===== config.mk =====
export PLATFORM = sky130hd
export DESIGN_NAME = oam_dma
export DESIGN_NICKNAME = d
export VERILOG_FILES = /design/src/rtl/oam_dma.sv
export SDC_FILE = /design/constraint.sdc
export NUM_CORES = 1
export LEC_CHECK = 0
export CORE_MARGIN = 1.5
export CORE_UTILIZATION = 44
export CTS_CLUSTER_DIAMETER = 150
export DETAILED_ROUTE_END_ITERATION = 10
export PLACE_DENSITY = 0.77
export SLEW_MARGIN = 15
export SYNTH_ARGS = -nofsm -noshare
export SYNTH_HDL_FRONTEND = slang
export SYNTH_SLANG_ARGS = --single-unit

===== constraint.sdc =====
create_clock -name iClock -period 1.75 [get_ports iClock]
set_input_delay 0.525 -clock iClock [delete_from_list [all_inputs] [get_ports iClock]]
set_output_delay 0.525 -clock iClock [all_outputs]
set_load 0.005 [all_outputs]

===== src/rtl/oam_dma.sv =====
// OAM DMA engine behind register 0xFF46.
// A CPU write to 0xFF46 copies OAM_BYTES bytes from {src,8'h00} into sprite OAM.
// Source bytes are read over the MMU read path. OAM is written through a
// dedicated single-cycle write strobe.
// Optional feature macro: OAM_DMA_BUS_BLOCK_EN. When it is defined, the block
// raises oCpuBlock for CPU accesses outside HRAM while a transfer is running.
// Parameter limits: CYCLES_PER_BYTE >= 2, CYCLES_PER_BYTE >= READ_LATENCY + 1,
// and 1 <= OAM_BYTES <= 256.
module oam_dma #(
    parameter int OAM_BYTES       = 160,
    parameter int CYCLES_PER_BYTE = 4,
    parameter int READ_LATENCY    = 1,
    parameter int START_DELAY     = 1
) (
    input  logic        iClock,
    input  logic        iReset,
    input  logic        iCpuWe,
    input  logic [15:0] iCpuAddr,
    input  logic [7:0]  iCpuData,
    output logic [7:0]  oDmaReg,
    output logic [15:0] oDmaReadAddr,
    input  logic [7:0]  iDmaReadData,
    output logic        oOamWe,
    output logic [7:0]  oOamAddr,
    output logic [7:0]  oOamData,
    output logic        oDmaActive,
    output logic        oDmaDone,
    output logic        oCpuBlock
);

    // The slot counter measures both the arm delay and the per-byte slot.
    localparam int SLOT_SPAN = (CYCLES_PER_BYTE > START_DELAY) ? CYCLES_PER_BYTE : START_DELAY;
    localparam int SLOT_W    = (SLOT_SPAN > 2) ? $clog2(SLOT_SPAN) : 1;

    localparam logic [SLOT_W-1:0] SLOT_READ  = SLOT_W'(READ_LATENCY);
    localparam logic [SLOT_W-1:0] SLOT_PRE   = SLOT_W'(CYCLES_PER_BYTE - 2);
    localparam logic [SLOT_W-1:0] SLOT_LAST  = SLOT_W'(CYCLES_PER_BYTE - 1);
    localparam logic [SLOT_W-1:0] ARM_LAST   = SLOT_W'((START_DELAY > 0) ? START_DELAY - 1 : 0);
    localparam logic [7:0]        LAST_INDEX = 8'(OAM_BYTES - 1);

    // When the read data arrives in the write cycle itself, it cannot be
    // registered ahead of the write, so it is passed straight through.
    localparam bit DATA_BYPASS = (READ_LATENCY == CYCLES_PER_BYTE - 1);

    typedef enum logic [1:0] {
        IDLE,
        ARM,
        XFER
    } state_t;

    state_t            state;
    logic [SLOT_W-1:0] slot;
    logic [7:0]        index;
    logic [7:0]        src;
    logic [7:0]        data_q;
    logic [7:0]        dma_reg;
    logic              oam_we_q;
    logic [7:0]        oam_addr_q;
    logic [7:0]        oam_data_q;
    logic              active_q;
    logic              done_q;
    logic              trigger;

    assign trigger = iCpuWe && (iCpuAddr == 16'hFF46);

    // Sequencer: trigger handling, arm delay, per-byte read/capture/write slots.
    // NOTE: sequential state uses non-blocking assignments so every register
    // samples the pre-edge values, independent of statement order.
    always_ff @(posedge iClock) begin
        if (iReset) begin
            state      <= IDLE;
            slot       <= '0;
            index      <= 8'h00;
            src        <= 8'h00;
            data_q     <= 8'h00;
            dma_reg    <= 8'hFF;
            oam_we_q   <= 1'b0;
            oam_addr_q <= 8'h00;
            oam_data_q <= 8'h00;
            active_q   <= 1'b0;
            done_q     <= 1'b0;
        end else begin
            // Strobes default low so each one lasts exactly one cycle.
            oam_we_q <= 1'b0;
            done_q   <= 1'b0;

            if (trigger) begin
                // A trigger restarts from byte 0. A write already on the
                // port this cycle still completes, and no done pulse is given.
                dma_reg  <= iCpuData;
                src      <= (iCpuData > 8'hDF) ? (iCpuData - 8'h20) : iCpuData;
                index    <= 8'h00;
                slot     <= '0;
                active_q <= 1'b1;
                state    <= (START_DELAY == 0) ? XFER : ARM;
            end else begin
                case (state)
                    IDLE: begin
                        slot <= '0;
                    end
                    ARM: begin
                        if (slot == ARM_LAST) begin
                            slot  <= '0;
                            state <= XFER;
                        end else begin
                            slot <= slot + 1'b1;
                        end
                    end
                    XFER: begin
                        if (slot == SLOT_READ) begin
                            data_q <= iDmaReadData;
                        end
                        // Set up the write one edge early so the strobe is
                        // high during the last slot cycle.
                        if (slot == SLOT_PRE) begin
                            oam_we_q   <= 1'b1;
                            oam_addr_q <= index;
                            oam_data_q <= (slot == SLOT_READ) ? iDmaReadData : data_q;
                        end
                        if (slot == SLOT_LAST) begin
                            slot <= '0;
                            if (DATA_BYPASS) begin
                                oam_data_q <= iDmaReadData;
                            end
                            if (index == LAST_INDEX) begin
                                state    <= IDLE;
                                active_q <= 1'b0;
                                done_q   <= 1'b1;
                            end else begin
                                index <= index + 8'h01;
                            end
                        end else begin
                            slot <= slot + 1'b1;
                        end
                    end
                    default: begin
                        state <= IDLE;
                    end
                endcase
            end
        end
    end

    // Because index stays below 256, {src,8'h00}+index is a plain concatenation.
    assign oDmaReadAddr = {src, index};
    assign oDmaReg      = dma_reg;
    assign oOamWe       = oam_we_q;
    assign oOamAddr     = oam_addr_q;
    assign oOamData     = (DATA_BYPASS && oam_we_q) ? iDmaReadData : oam_data_q;
    assign oDmaActive   = active_q;
    assign oDmaDone     = done_q;

`ifdef OAM_DMA_BUS_BLOCK_EN
    // CPU keeps HRAM (FF80-FFFE) during a transfer. Every other access is blocked.
    assign oCpuBlock = active_q && !((iCpuAddr >= 16'hFF80) && (iCpuAddr <= 16'hFFFE));
`else
    assign oCpuBlock = 1'b0;
`endif

endmodule

# --- Word-level counts from Yosys, hierarchy flattened ---
# Index checks and enable logic that the tools add are counted.
totals:
  mem_bits_ro: 0
  n_memories: 0
  out_inout_bits: 44
  inputBits: 35
  ramBits: 0
  ff_bits: 55
  wordCells: 67
  latch_bits: 0
op_classes:
  bitwise_logic: 5
  multipliers: 0
  muxes: 16
  n_reduce_logical: 16
  shifts: 0
  addsub: 3
  magnitude_cmp: 1
  div: 0
  n_eq_ne: 14
ops:
  columns: ["cell", "n"]
  rows:
  - ["16-bit == test, second input constant", 1]
  - ["8-bit 2-to-1 mux", 2]
  - ["2-bit case mux with 3 select lines", 2]
  - ["2-bit 2-to-1 mux", 5]
  - ["3-bit inequality test, second input constant", 3]
  - ["3-bit AND reduction", 3]
  - ["8-bit by 1-bit adder with 8-bit output, second input constant", 1]
  - ["8-bit == test, second input constant", 1]
  - ["8-bit greater-than comparator, second input constant", 1]
  - ["2-bit inequality test, second input constant", 4]
  - ["4-bit AND reduction", 2]
  - ["8-bit by 6-bit subtractor with 8-bit output, second input constant", 1]
  - ["1-bit 2-to-1 mux", 7]
  - ["2-bit == test, second input constant", 3]
  - ["2-bit nonzero test", 3]
  - ["1-bit NOT", 5]
  - ["2-bit by 1-bit == test with 1-bit output, second input constant", 2]
  - ["2-bit zero test", 2]
  - ["4-bit OR reduction", 1]
  - ["3-bit nonzero test", 1]
  - ["3-bit OR reduction", 1]
  - ["2-bit by 1-bit adder with 2-bit output, second input constant", 1]
  - ["2-bit AND reduction", 1]
  - ["2-bit OR reduction", 1]
  - ["1-bit logical AND", 1]

# --- Longest topological paths before layout ---
depth:
  word_depth: 5
  ltp_mapped: 8
  mapped_depth_nobuf: 6

# --- Worst setup path before layout ---
# Ideal clock, no wire load.
synth_path:
  kind: "input port to flip-flop"
  startpoint: "in iCpuAddr[3]"
  endpoint: "reg data_q[0]"
  setup_slack_ns: -0.068
  arrival_time_ns: 1.700
  n_path_buf: 1
  cell_stages: 5
  setup_time_ns: 0.117
  required_ns: 1.633
  path_cell_list: "nand4bb_4 nor4_4 buf_6 mux2i_1 nand2_1"
synth_between:
  elab_chain_cells: 4
synth_rtl:
  columns: ["element", "line", "source"]
  rows:
  - ["start: declaration", "18", "input logic [15:0] iCpuAddr,"]
  - ["16-bit == test", "64", "assign trigger = iCpuWe && (iCpuAddr == 16'hFF46);"]
  - ["1-bit logical AND", "64", null]
  - ["1-bit NOT (no source line)", null, null]
  - ["2-bit AND reduction (no source line)", null, null]
  - ["end signal: assignment", "111", "data_q <= iDmaReadData;"]
  - ["end: declaration", "55", "logic [7:0] data_q;"]
# Every way passes these cells.
# A chain may end at the register's enable or synchronous reset.

# --- Worst setup path after layout ---
layout_path:
  startpoint: "reg oam_data_q[6], in the netlist oOamData[6]"
  endpoint: "out oOamData[6]"
layout_rtl:
  columns: ["element", "line", "source"]
  rows:
  - ["start: declaration", "59", "logic [7:0] oam_data_q;"]
  - ["start signal: assignment", "118", "oam_data_q <= (slot == SLOT_READ) ? iDmaReadData : data_q;"]
  - ["start signal: assignment", "123", "oam_data_q <= iDmaReadData;"]
  - ["end: declaration", "25", "output logic [7:0] oOamData,"]
# No word-level cell between the ends.

==> impl_results.md <==
* Top FF cell, synth: dfxtp_1
* Met1 wire length at 3.78 mm
* Post-route ant nets at 0
* R2R Path Start: slot[0]$_SDFFE_PP0P_
* Root Buffer: clkbuf_8
* Layout cell share with drive strength beyond 1 at 0.235
* Post-Syn Instances at 340
* Diodes inserted at 0
* Final Hold Viols at 0
* Pre-antenna DRT Iters at 4
* Initial drt markers at 182
* DR WL met2 at 4.42 mm
* Seq/Total Area, Yosys at 0.364
* Critical-path cell list: clkdlybuf4s50_1
* Maxcap violations at 0
* Buf/Inv on CP at 1
* Clock Latency Late Sink at 310 ps
* Metal3 WL at 580 um
* Arrival time worst endpoint at 1210 ps
* Initial antenna violation count at 0
* Post-route total power at 2140 uW
* Cts hold-fix bufs at 0
* Top cell types by occurrence after synthesis: 55 x dfxtp_1, 27 x nand2_1, 19 x a211oi_1, 19 x inv_1
* Reg clk slew, reported paths at 100 ps
* Syn_nets at 386
* Ranking of synthesized cells by area: dfxtp_1 36%, mux2i_1 5.6%, and4_1 5.2%
* Vias in the first global route at 2883
* Synth Warn # at 0
* Die area at 7380 sq um
* Slew Viols, Final at 0
* Pwr/cell area at 487 nW/um^2
* CP Capture Type: primary output
* CP max stage cell: clkdlybuf4s50_1
* CP max stage delay at 530 ps
* CP required at 1220 ps
* Max Used Layer: met4
* Share of the synthesized area in the top cell type at 0.364
* Hold Path Stages at 2
* CTS max path bufs at 2
* Clk_skew at 11.1 ps
* Fin crit share at 0.992
* Htree depth at 2
* I/O Buffers at 77
* Top cell type by total area after synthesis: dfxtp_1
* Final HPWL DP at 5.78 mm
* Crit-path leading delay family: buffers and inverters
* Num Clock Sinks at 55
* Post-synth EDFFs at 0
* Worst r2r path cells at 4
* Site Rows at 30
* Routability Congestion at 0.790
* Final Cell Area at 4390 sq um
* Synthesized flop and latch total at 55
* Final #Nets at 487
* WL per Instance at 17.1 um
* Synth Area per Inst at 8.89 sq um
* Die span in y at 85.9 um
* Inserted Clock Buffers at 5
* First-pass GRT wire length at 13.7 mm
* Kind of critical path: flop to primary output
* P_leak at 0.00174 uW
* Fraction of registers with async set/reset at 0
* Grt total ovfl at 0
* Min-delay src: oDmaActive$_SDFFE_PP0P_
* Worst Hold Class: flop to flop
* Largest net degree at the start of global routing at 34
* Detailed-route via count at 2995
* Status: finished clean
* Die X at 85.9 um
* I/O pin count at 79
* Placed cell area at 4030 sq um
* Starting Density at 0.450
* GRT Util Overall at 0.232
* Via density at 5.74
* CP max FO at 2
* CTS tree: done
* Most common cell in the netlist: dfxtp_1
* Distinct cells, synth at 39
* Post-synthesis instance area at 3020 sq um
* Max Freq at 0.576 GHz
* Core area at 6720 sq um
* Min Tclk post-route at 1740 ps
* Dpl cells at 501
* Routed WL at 8.91 mm
* Detailed-route DRC error count at 0
* # setup viols final at 0
* Hold-critical path endpoint: oDmaActive$_SDFFE_PP0P_
* Worst reg2reg setup slack at 100 ps
* Non-Filler Instances at 522
* Min Hold Slack at 466 ps
* Maximum vdd drop at 0.000335 V
* FF-to-FF End: oOamData[6]$_SDFFE_PP0P_
* Layout area overhead at 45.4%
* CP Launch Type: flop
[state kept, by name, indices dropped and copies added (netlist names), 2 cells and up]
name,flops
index,8
src,8
data_q,8
oDmaReg,8
state,2
oOamData,8
slot,2
oOamAddr,8
[power by group]
part           internal [uW]  leakage (uW)  switching [uW]  total (uW)
Combinational            107       0.00125            92.8         200
Clock                    281     0.0000412             414         695
Sequential              1250      0.000449         0.00267        1250
[area by class of cell]
class	instances	area, sq um
Timing Repair Buffer	125	1220
Fill cell	513	2320
Clock inverter	2	12.5
Multi-Input combinational cell	235	1800
Tap cell	80	100
Sequential cell	55	1120
Inverter	19	71.3
Clock buffer	6	72.6
[how the worst max path moves through the flow]
| stage | startpoint | to | slack [ps] | depth (start not counted) |
|---|---|---|---|---|
| 2_1_floorplan | iCpuAddr[3] | data_q[0]$_SDFFE_PP0P_ | -70 | 5 |
| 3_3_place_gp | iCpuAddr[2] | oOamData[7]$_SDFFE_PP0P_ | -550 | 5 |
| 3_5_place_dp | iCpuAddr[2] | oOamData[5]$_SDFFE_PP0P_ | -590 | 5 |
| 4_1_cts | iCpuAddr[4] | oDmaReg[3]$_SDFFE_PP1P_ | -20 | 7 |
| 5_1_grt | iCpuAddr[5] | index[4]$_SDFFE_PP0P_ | -20 | 6 |
| 6_report | oOamData[6]$_SDFFE_PP0P_ | oOamData[6] | 10 | 1 |
[layout by cell type (no fill, tap or decap), drive strengths merged, types with 2 or more instances in the layout]
cell and count:
buf 48, nand2 27, clkdlybuf4s50 55, a21oi 17, dfxtp 55, dlygate4sd2 9, mux2i 17, nand4 6
and4 18, and4bb 2, a31oi 4, and2 2, xnor2 4, a2111oi 2, inv 19, a21o 3
nor2 10, ha 11, o21ai 19, mux2 8, nand3 16, nor3 5, or3b 2, nor3b 17
clkbuf 8, a211oi 19, dlymetal6s2s 11, and3 2, a32oi 16
[per-layer routing]
metal  track usage  vias up
met5             0        -
met4        0.0601        0
met3        0.0472       12
met2         0.399      115
met1         0.296     1407
li1              -     1461
[cell families (layout without fill, tap and decap cells)]
kind of cell	count (synthesis)	count (layout)	share of synthesized area
XOR/XNOR	5	5	0.0145
AO/OA/AOI/OAI	82	82	0.184
AND/OR/NAND/NOR	111	111	0.232
other	1	1	0.00124
adder cells (fa/ha/maj)	11	11	0.0455
flip-flops	55	55	0.364
multiplexers	25	25	0.0861
buffers and inverters	50	152	0.0728
[timing repair]
item,in CTS,in global routing
cloned,2,2
buffers inserted,4,6
pin swaps,4,8
gates resized for setup,31,58
setup endpoints to repair,61,62
[through the flow]
step | setup WS [ps] | util | setup TNS [ps]
after detailed placement | -593 | 0.600 | -21480
after global routing | -19.1 | 0.654 | -30.6
after CTS | -22.1 | 0.634 | -104
after floorplan | -67.5 | - | -675
final | 13.4 | 0.654 | 0
after global placement | -552 | 0.600 | -19810
Power figures use the tool's default switching activity.
